`src/rtl/bridge_pkg.sv`:
```
// Shared types and constants for the core-to-memory-bus bridge.
package bridge_pkg;

    typedef enum logic [1:0] {
        IDLE = 2'd0,
        ADDR = 2'd1,
        WAIT = 2'd2,
        DONE = 2'd3
    } bridge_state_t;

    // Read data returned on a misaligned or timed-out access.
    localparam logic [63:0] ERR_RDATA = '0;

    function automatic logic is_word_aligned(input logic [1:0] lsb);
        return (lsb == 2'b00);
    endfunction

endpackage

```
`src/rtl/wait_timer.sv`:
```
// Cycle counter for the read-data wait phase; flags when the allowed wait is used up.
module wait_timer #(
    parameter int TIMEOUT = 255
) (
    input  logic i_clk,
    input  logic i_rst_n,
    input  logic i_clear,
    input  logic i_enable,
    output logic o_expired
);
    localparam int CW = $clog2(TIMEOUT + 1);

    logic [CW-1:0] r_cnt;

    assign o_expired = (r_cnt == CW'(TIMEOUT));

    // Holds at TIMEOUT so a late enable can never wrap back to zero.
    always_ff @(posedge i_clk or negedge i_rst_n) begin
        if (!i_rst_n)
            r_cnt <= '0;
        else if (i_clear)
            r_cnt <= '0;
        else if (i_enable && !o_expired)
            r_cnt <= r_cnt + 1'b1;
    end

endmodule

```
`src/rtl/idmem_bus_bridge.sv`:
```
// Converts the multicycle core's single-cycle memory strobe into a REQ/GNT + RVALID bus
// transaction, stalling the core until completion and flagging misalignment/timeouts.
module idmem_bus_bridge
    import bridge_pkg::*;
#(
    parameter int AW      = 32,
    parameter int DW      = 32,
    parameter int TIMEOUT = 255
) (
    input  logic          i_clk,
    input  logic          i_rst_n,
    input  logic          i_cpu_req,
    input  logic          i_cpu_we,
    input  logic [AW-1:0] i_cpu_a,
    input  logic [DW-1:0] i_cpu_wd,
    output logic [DW-1:0] o_cpu_rd,
    output logic          o_cpu_done,
    output logic          o_cpu_stall,
    output logic          o_cpu_err,
    output logic          o_mem_req,
    output logic          o_mem_we,
    output logic [AW-1:0] o_mem_addr,
    output logic [DW-1:0] o_mem_wdata,
    input  logic          i_mem_gnt,
    input  logic          i_mem_rvalid,
    input  logic [DW-1:0] i_mem_rdata
);
    bridge_state_t r_state;
    logic          r_mem_req;
    logic          r_mem_we;
    logic [AW-1:0] r_mem_addr;
    logic [DW-1:0] r_mem_wdata;
    logic [DW-1:0] r_rd;
    logic          r_err;

    logic w_tmr_clear;
    logic w_tmr_en;
    logic w_tmr_expired;

    // Timer restarts on every granted read that still has to wait for data.
    assign w_tmr_clear = (r_state == ADDR) && i_mem_gnt && !r_mem_we && !i_mem_rvalid;
    assign w_tmr_en    = (r_state == WAIT);

    wait_timer #(
        .TIMEOUT (TIMEOUT)
    ) u_wait_timer (
        .i_clk     (i_clk),
        .i_rst_n   (i_rst_n),
        .i_clear   (w_tmr_clear),
        .i_enable  (w_tmr_en),
        .o_expired (w_tmr_expired)
    );

    always_ff @(posedge i_clk or negedge i_rst_n) begin
        if (!i_rst_n) begin
            r_state     <= IDLE;
            r_mem_req   <= 1'b0;
            r_mem_we    <= 1'b0;
            r_mem_addr  <= '0;
            r_mem_wdata <= '0;
            r_rd        <= '0;
            r_err       <= 1'b0;
        end else begin
            case (r_state)
                IDLE: begin
                    if (i_cpu_req) begin
                        if (is_word_aligned(i_cpu_a[1:0])) begin
                            r_mem_addr  <= i_cpu_a;
                            r_mem_wdata <= i_cpu_wd;
                            r_mem_we    <= i_cpu_we;
                            r_mem_req   <= 1'b1;
                            r_state     <= ADDR;
                        end else begin
                            r_rd    <= DW'(ERR_RDATA);
                            r_err   <= 1'b1;
                            r_state <= DONE;
                        end
                    end
                end
                ADDR: begin
                    if (i_mem_gnt) begin
                        r_mem_req <= 1'b0;
                        if (r_mem_we) begin
                            r_err   <= 1'b0;
                            r_state <= DONE;
                        end else if (i_mem_rvalid) begin
                            r_rd    <= i_mem_rdata;
                            r_err   <= 1'b0;
                            r_state <= DONE;
                        end else begin
                            r_state <= WAIT;
                        end
                    end
                end
                WAIT: begin
                    // Data arriving on the final allowed cycle still wins over the timeout.
                    if (i_mem_rvalid) begin
                        r_rd    <= i_mem_rdata;
                        r_err   <= 1'b0;
                        r_state <= DONE;
                    end else if (w_tmr_expired) begin
                        r_rd    <= DW'(ERR_RDATA);
                        r_err   <= 1'b1;
                        r_state <= DONE;
                    end
                end
                DONE: begin
                    r_err   <= 1'b0;
                    r_state <= IDLE;
                end
                default: r_state <= IDLE;
            endcase
        end
    end

    assign o_cpu_rd    = r_rd;
    assign o_cpu_done  = (r_state == DONE);
    assign o_cpu_err   = r_err;
    assign o_cpu_stall = (r_state == ADDR) || (r_state == WAIT) ||
                         ((r_state == IDLE) && i_cpu_req);
    assign o_mem_req   = r_mem_req;
    assign o_mem_we    = r_mem_we;
    assign o_mem_addr  = r_mem_addr;
    assign o_mem_wdata = r_mem_wdata;

endmodule
```
`config.mk`:
```
export PLATFORM = sky130hd
export DESIGN_NAME = idmem_bus_bridge
export DESIGN_NICKNAME = d
export VERILOG_FILES = /design/src/rtl/bridge_pkg.sv /design/src/rtl/wait_timer.sv /design/src/rtl/idmem_bus_bridge.sv
export SDC_FILE = /design/constraint.sdc
export NUM_CORES = 1
export LEC_CHECK = 0
export BUFFER_PORTS_ARGS = -buffer_cell sky130_fd_sc_hd__buf_2
export CORE_ASPECT_RATIO = 0.5
export CORE_MARGIN = 8
export CORE_UTILIZATION = 47
export DETAILED_ROUTE_END_ITERATION = 10
export HOLD_SLACK_MARGIN = 0.08
export PLACE_DENSITY = 0.79
export REMOVE_ABC_BUFFERS = 1
export SYNTH_ARGS = -nofsm -noshare
export SYNTH_HDL_FRONTEND = slang
export SYNTH_SLANG_ARGS = --single-unit
```
`constraint.sdc`:
```
create_clock -name i_clk -period 2.2 [get_ports i_clk]
set_input_delay 0.66 -clock i_clk [delete_from_list [all_inputs] [get_ports i_clk]]
set_output_delay 0.66 -clock i_clk [all_outputs]
set_load 0.05 [all_outputs]
```
Word-level counts from Yosys, hierarchy flattened
Cells that the tools add are included.
{ "totals": {"output_inout_bits": 101, "elab_cells": 71, "ff_bits": 109, "input_bits": 102} }
{ "op_classes": {"mux": 30, "eq_ne": 12, "addsub": 1, "reduce_logical": 20} }
{ "op_table": {"columns": ["operator", "count"], "rows": [
  ["2-to-1 mux 32 bit", 7],
  ["one-hot mux 32 bit (3 select lines)", 1],
  ["2-to-1 mux 8 bit", 2],
  ["2-to-1 mux 1 bit", 12],
  ["inequality test 2 bit, second input constant", 6],
  ["2-to-1 mux 2 bit", 5],
  ["adder 8 x 1 -> 8 bit, second input constant", 1],
  ["equality test 8 bit, second input constant", 1],
  ["one-hot mux 2 bit (4 select lines)", 1],
  ["AND reduction 7 bit", 1],
  ["inequality test 3 bit, second input constant", 2],
  ["AND reduction 3 bit", 2],
  ["logical AND 1 bit", 5],
  ["AND reduction 5 bit", 1],
  ["equality test 2 bit, second input constant", 2],
  ["zero test 2 bit", 2],
  ["one-hot mux 1 bit (4 select lines)", 1],
  ["AND reduction 4 bit", 1],
  ["nonzero test 2 bit", 2],
  ["zero test 1 bit", 3],
  ["nonzero test 3 bit", 1],
  ["equality test 2 x 1 -> 1 bit, second input constant", 1],
  ["logical OR 1 bit", 2],
  ["one-hot mux 1 bit (2 select lines)", 1]
]} }

Longest topological paths before layout
Gate-level depths: netlist of the first run.
{ "depth": {"ltp_word": 5, "ltp_mapped": 9} }

Modules after synthesis
A second synthesis of the first run with hierarchy kept.
{ "hier_totals": {"cells_unflattened": 360, "area_unflattened_um2": 4645.7} }
{ "modules_own_cells": {"columns": ["module", "area_per_inst_um2", "instances", "cells_per_inst", "seq_area_each_um2"], "rows": [
  ["idmem_bus_bridge", 4176.5, 1, 313, 2527.4],
  ["wait_timer", 469.2, 1, 47, 200.2]
]} }

Worst setup path after synthesis of the first run
No wires, ideal clock.
{ "synth_timing": {"path_type": "input-to-reg", "startpoint": "input port i_cpu_a[1]", "endpoint": "register r_mem_addr[24], in the netlist o_mem_addr[24]", "required_ns": 2.075, "n_path_buf": 2, "path_stages": 5, "path_slack_ns": 0.314, "arrival_ns": 1.761, "setup_ns": 0.125, "cell_sequence": "nor2_1 and3_1 buf_2 buf_2 mux2_2"} }
{ "synth_via": {"elab_chain_len": 2} }
{ "synth_rtl": {"columns": ["item", "line_no", "source"], "rows": [
  ["start: declaration", "idmem_bus_bridge.sv:14", "input logic [AW-1:0] i_cpu_a,"],
  ["zero test 2 bit", "bridge_pkg.sv:15", "return (lsb == 2'b00);"],
  ["AND reduction 3 bit (no line)", null, null],
  ["end signal: assignment", "idmem_bus_bridge.sv:68", "r_mem_addr <= i_cpu_a;"],
  ["end: declaration", "idmem_bus_bridge.sv:31", "logic [AW-1:0] r_mem_addr;"]
]} }
Every way passes these cells.
A chain may end at the register's enable or synchronous reset.

Worst setup path after layout of the first run
{ "layout_timing": {"startpoint": "register r_state[1]", "endpoint": "output port o_cpu_stall"} }
{ "layout_via": {"elab_chain_len": 3, "elab_cells_between_ends": 6, "cone_classes": "2 x eq/ne; 4 x reduce/logical"} }
{ "layout_rtl": {"columns": ["item", "line_no", "source"], "rows": [
  ["start: declaration", "idmem_bus_bridge.sv:28", "bridge_state_t r_state;"],
  ["start signal: assignment", "idmem_bus_bridge.sv:56", "r_state <= IDLE;"],
  ["start signal: assignment", "idmem_bus_bridge.sv:72", "r_state <= ADDR;"],
  ["start signal: assignment", "idmem_bus_bridge.sv:76", "r_state <= DONE;"],
  ["equality test 2 x 1 -> 1 bit (tied with other cells)", "idmem_bus_bridge.sv:119", "assign o_cpu_stall = (r_state == ADDR) || (r_state == WAIT) ||"],
  ["logical OR 1 bit or logical AND 1 bit (tied branches)", "idmem_bus_bridge.sv:119, idmem_bus_bridge.sv:120", null],
  ["logical OR 1 bit *", "idmem_bus_bridge.sv:119", null],
  ["end: declaration", "idmem_bus_bridge.sv:18", "output logic o_cpu_stall,"]
]} }
Every way passes the cells marked *; elsewhere a longest branch is shown, timed or not.

==> metrics.txt, run 1 <==
Sink Count ~110; Post-synth top cells dfrtp_1, mux2_2, nand2_1, inv_1, mux2i_1; worst r2r src u_wait_timer.r_cnt[0]$_DFFE_PN0P_; Crit. End Element output port; CTS H-tree depth 3; most common cell in the synthesized netlist dfrtp_1; via count approximately 3400; Final nets a little under 700; crit-path cells inv_2 -> ha_2 -> a21o_1 -> buf_4; DRC viols 0; CTS Buf Count 9; WL/cell around 16 um; CP max stage cell dfrtp_1; Worst EP required 1540 ps; Antenna Cells 0; asr flop ratio synth 100.0%; Port-buffer cells between 200 and 250; Cells after DPL 690; Post-Syn Area between 4000 and 5000 sq um; Die ar. between 10000 and 15000 sq um; Max Fclk around 0.46 GHz; Total GRT Usage between 10% and 20%; RSZ-0062 raised after global routing no; DR vias/cell 4.771; Die Y-Extent 86.27 um; Max clock buf depth 2; overflow left after global routing 0; CP Buf/Inv Count 2; Synth Flop Type dfrtp_1; initial antenna violation count 0; vias in the first global route ~3700; clock skew 4.574 ps; I/O pins roughly 200; instance area after placement 5843 sq um; yosys warns 0; Core Footprint about 9500 sq um; register area share after synthesis roughly three fifths; First-pass DRT Iterations 4; CP startpoint kind register; Syn Inst Count 361; Final Cell Area 6158 sq um; post-route ant nets 0; Reg-to-Reg End o_cpu_rd[22]$_DFFE_PN0P_; post-synthesis average cell area 12.86 sq um; Initial Util 48.80%; status completed; CTS tree done; Finish-stage setup viols 0; worst r2r path cells 6; Hold Crit Class input pin to asynchronous set/reset pin; Max-slew headroom 67.43%; post-synth top area cell dfrtp_1; Post-synth EDFFs 0; Final Hold Viols 0; CTS Hold Bufs 0; layout cells sized above 1 52.62%; Die W around 160 um; crit path max fanout 4; CP Class register to output port; WP data arrival 1490 ps; # rows 25; Synth Register Bits 109; Tmin final approximately 2200 ps; GP Congestion approximately 0.78; Yosys top cell area share between 50% and 60%; period utilization about 98%; largest delay contributor family on the critical path flip-flops; reg-to-reg setup timing slack between 300 and 400 ps; WL final about 11000 um; DRT iter0 DRCs about 150; largest net degree at the start of global routing 43; critical path's largest stage delay ~430 ps; synthesis-to-layout area growth 32.70%; fillers just under 800; Final Non-Filler Cells between 700 and 800; Final Max Slew Viols 0; Yosys cell types 36; Detail Placement HPWL 8731 um; Area contributors post-synth dfrtp_1, mux2_2, mux2i_1; CP startpoint r_state[1]$_DFFE_PN0P_; Clk pin slew, worst setup/hold paths 70 ps; clock root buffer clkbuf_16; first-pass GRT wire length ~18000 um; Clock Latency Late Sink 340 ps; max-capacitance violation count 0; Worst-Margin Slew slightly below 500 ps; critical path depth 4; Setup TNS 0 ps
==> state kept, by name, indices dropped and copies added (netlist names) <==
name / flops
o_cpu_err: 1
o_cpu_rd: 32
o_mem_addr: 32
o_mem_req: 1
o_mem_wdata: 32
o_mem_we: 1
r_state: 2
u_wait_timer.r_cnt: 8
==> routing by layer <==
metal  wire length [um]  track usage, %
met1               4187           17.94
met2               6033           31.27
met3                760           4.764
met4                358           7.013
met5                  0               0
==> placed cells by master, fill, tap and decap left out, drive strengths merged, types with 2 or more instances in the layout <==
| cell | netlist | routed |
|---|---|---|
| clkinvlp | 0 | 2 |
| inv | 37 | 38 |
| buf | 13 | 210 |
| nor2b | 5 | 5 |
| nand4 | 5 | 5 |
| dfrtp | 109 | 109 |
| and3 | 3 | 3 |
| xor2 | 5 | 5 |
| nand2 | 38 | 38 |
| a21oi | 4 | 4 |
| o211ai | 4 | 4 |
| mux2i | 34 | 34 |
| clkbuf | 2 | 12 |
| o21ai | 4 | 4 |
| mux2 | 63 | 63 |
| nor3 | 3 | 3 |
| nor2 | 13 | 13 |
| ha | 6 | 6 |
==> logic make-up (layout without fill, tap and decap cells) <==
logic type / Yosys count / in the layout / share of synthesized area, %
compound gates: 20 / 20 / 3.344
xor+xnor: 5 / 5 / 0.9436
fa+ha+maj: 6 / 6 / 1.618
buf+inv: 52 / 263 / 5.123
flops: 109 / 109 / 58.78
mux: 97 / 97 / 22.62
simple gates: 72 / 72 / 7.576
==> metrics by stage <==
step / hold WS, ps / util (%) / setup WS [ps]
4_1_cts: 298.1 / 64.66 / 19.34
3_5_place_dp: 485.4 / 61.45 / 227.5
3_3_place_gp: 480.3 / 61.45 / 272.0
2_1_floorplan: 364.4 / - / -785.9
5_1_grt: 318.8 / 64.76 / 3.034
6_report: 282.2 / 64.76 / 45.54
==> worst reg2reg max path, delay by kind of cell (launching register included) <==
family | cells | cell delay [ps]
and+or+nand+nor | 2 | 330
buffers and inverters | 1 | 210
AOI/OAI and AO/OA | 1 | 290
DFF | 1 | 400
adders and majority gates | 1 | 300
muxes | 1 | 180
==> timing repair <==
action | CTS | global route
gates cloned | 0 | 0
buffers inserted | 0 | 1
gates resized for setup | 3 | 2
setup endpoints to repair | 1 | 1
==> area by class of cell <==
| class | count | area [sq um] | area share [%] |
|---|---|---|---|
| clock buffers | 12 | 246.5 | 4.002 |
| clock inverters | 4 | 56.30 | 0.9143 |
| inverters | 37 | 138.9 | 2.255 |
| multi-input cells | 200 | 1682 | 27.31 |
| flip-flops and latches | 109 | 2728 | 44.29 |
| well taps | 135 | 168.9 | 2.743 |
| repair buffers | 210 | 1139 | 18.49 |
==> worst max path at each step <==
stage,end,slack [ps]
2_1_floorplan,o_mem_addr[10]$_DFFE_PN0P_,-790
6_report,o_cpu_stall,50
4_1_cts,o_cpu_stall,20
5_1_grt,o_cpu_stall,3
3_3_place_gp,o_mem_wdata[31]$_DFFE_PN0P_,270
3_5_place_dp,o_mem_addr[11]$_DFFE_PN0P_,230
Power of run 1 is not shown: default switching activity piles up to over one toggle a cycle in this logic, so the estimate is an artifact.
==> run 2: changes to the inputs <==
--- a/config.mk
+++ b/config.mk
@@ -9,10 +9,10 @@
 export CORE_ASPECT_RATIO = 0.5
 export CORE_MARGIN = 8
 export CORE_UTILIZATION = 47
+export CTS_CLUSTER_DIAMETER = 100
 export DETAILED_ROUTE_END_ITERATION = 10
 export HOLD_SLACK_MARGIN = 0.08
 export PLACE_DENSITY = 0.79
-export REMOVE_ABC_BUFFERS = 1
 export SYNTH_ARGS = -nofsm -noshare
 export SYNTH_HDL_FRONTEND = slang
 export SYNTH_SLANG_ARGS = --single-unit
==> metrics.txt, run 2 (synthesis gave the netlist of run 1 again) <==
GP Congestion 0.7774 (+0.28%); Final nets 678 (+0.44%); Setup TNS 0 ps (unchanged); Max Fclk 0.4659 GHz (+0.38%); WP data arrival 1490 ps (about the same); Die Y-Extent 86.27 um (unchanged); Detail Placement HPWL 8871 um (+1.6%); Final Cell Area 6170 sq um (+0.18%); Tmin final 2146 ps (-8.124 ps); clock root buffer clkbuf_16; Finish-stage setup viols 0 (unchanged); Initial Util 48.80% (unchanged); syn_nets 469; CTS H-tree depth 3 (unchanged); Max clock buf depth 2 (unchanged); Clk pin slew, worst setup/hold paths 70 ps (about the same); crit-path cells inv_2 -> ha_2 -> a21o_1 -> buf_4; largest net degree at the start of global routing 38 (-12%); CTS Buf Count 9 (unchanged); Final WS setup 53.66 ps (+8.124 ps); commonest non-fill, non-tap cell in the layout buf_2; DRT iter0 DRCs 166 (+7.8%); initial antenna violation count 0 (unchanged); fillers 801 (+3.8%); # rows 25 (unchanged); commonest non-fill, non-tap cells in the layout buf_2, dfrtp_1, mux2_2, nand2_1, inv_1; Core Footprint 9509 sq um (unchanged); area of the multi-input gates 1682 sq um (unchanged); WL final 11550 um (+1.8%); Crit. End Element output port; Die W 156.5 um (unchanged); largest delay contributor family on the critical path flip-flops; Port-buffer cells 202 (unchanged); CP max stage cell dfrtp_1; crit path max fanout 5 (+1); RSZ-0062 raised after global routing no; layout cells sized above 1 52.87% (+0.25 points); instance area after placement 5863 sq um (+0.34%); Worst EP required 1540 ps (about the same); First-pass DRT Iterations 4 (unchanged); first-pass GRT wire length 18070 um (-1.2%); DRC viols 0 (unchanged); Max-slew headroom 64.58% (-2.9 points); Final Hold Viols 0 (unchanged); synthesis-to-layout area growth 32.95%; Die ar. 13500 sq um (unchanged); critical path's largest stage delay 400 ps (-30 ps); Worst-Margin Slew 529.4 ps (+40.86 ps); DR vias/cell 4.796 (+0.52%); WL/cell 16.26 um (+1.4%); Hold Crit Class input pin to asynchronous set/reset pin; status completed; pre-CTS setup slack 190.6 ps (-36.84 ps); via count 3405 (+0.95%); I/O pins 203 (unchanged); CP startpoint kind register; max-capacitance violation count 0 (unchanged); CTS tree done; Util after Layout 64.88% (+0.12 points); Final Max Slew Viols 0 (unchanged); vias in the first global route 3694 (+0.11%); post-route ant nets 0 (unchanged); Sink Count 109 (unchanged); Clock Latency Late Sink 330 ps (about the same); CP Class register to output port; Register Area 2728 sq um (unchanged); reg-to-reg setup timing slack 180 ps (-190 ps); overflow left after global routing 0 (unchanged); Total GRT Usage 16.77% (-0.12 points); period utilization 97.56% (-0.37 points); CP Buf/Inv Count 2 (unchanged); Antenna Cells 0 (unchanged); clock skew 4.276 ps (-0.2985 ps)
run 2: changes by cell type in the layout (fill, tap and decap cells not counted), sizes merged:
cell	previous run	this run
buf	210	213
clkinvlp	2	0
bufinv	1	0
clkbuf	12	13
clkinv	0	2
run 2: final cells by class:
class / instances / share of cell area [%]
Sequential cell: 109 / 44.21
Multi-Input combinational cell: 200 / 27.26
Timing Repair Buffer: 213 / 19.02
Clock buffer: 13 / 4.218
Tap cell: 135 / 2.738
Inverter: 37 / 2.251
Clock inverter: 3 / 0.3042
run 2: worst paths after layout:
kind | startpoint | to | cells after the start
hold reg to reg | o_mem_addr[1]$_DFFE_PN0P_ | o_mem_addr[1]$_DFFE_PN0P_ | 1
setup / recovery | r_state[0]$_DFFE_PN0P_ | o_cpu_stall | 4
max in group asynchronous | i_rst_n | o_mem_addr[23]$_DFFE_PN0P_ | 2
min in group i_clk | o_mem_addr[1]$_DFFE_PN0P_ | o_mem_addr[1]$_DFFE_PN0P_ | 1
setup reg to reg | u_wait_timer.r_cnt[0]$_DFFE_PN0P_ | o_cpu_rd[10]$_DFFE_PN0P_ | 6
hold / removal | i_rst_n | o_cpu_rd[25]$_DFFE_PN0P_ | 1
run 2: metal layers:
metal	vias to the layer above	track usage, %	part of all wire [%]
li1	1620	-	-
met1	1680	17.60	38
met2	86	32.33	55
met3	19	4.218	5.2
met4	0	5.628	2.0
met5	-	0	0
run 2: what timing repair did:
item                       CTS  global route
resized for setup            1             3
setup endpoints to repair    1             1
buffers inserted             1             2
hold buffers                 0             0
run 2: stage by stage:
step | std cells | hold WS [ps]
2_1_floorplan | 361 | 364.4
3_3_place_gp | 691 | 478.7
3_5_place_dp | 691 | 490.5
4_1_cts | 708 | 258.6
5_1_grt | 710 | 272.1
6_report | 710 | 255.3
Power of run 2 is left out for the same reason.
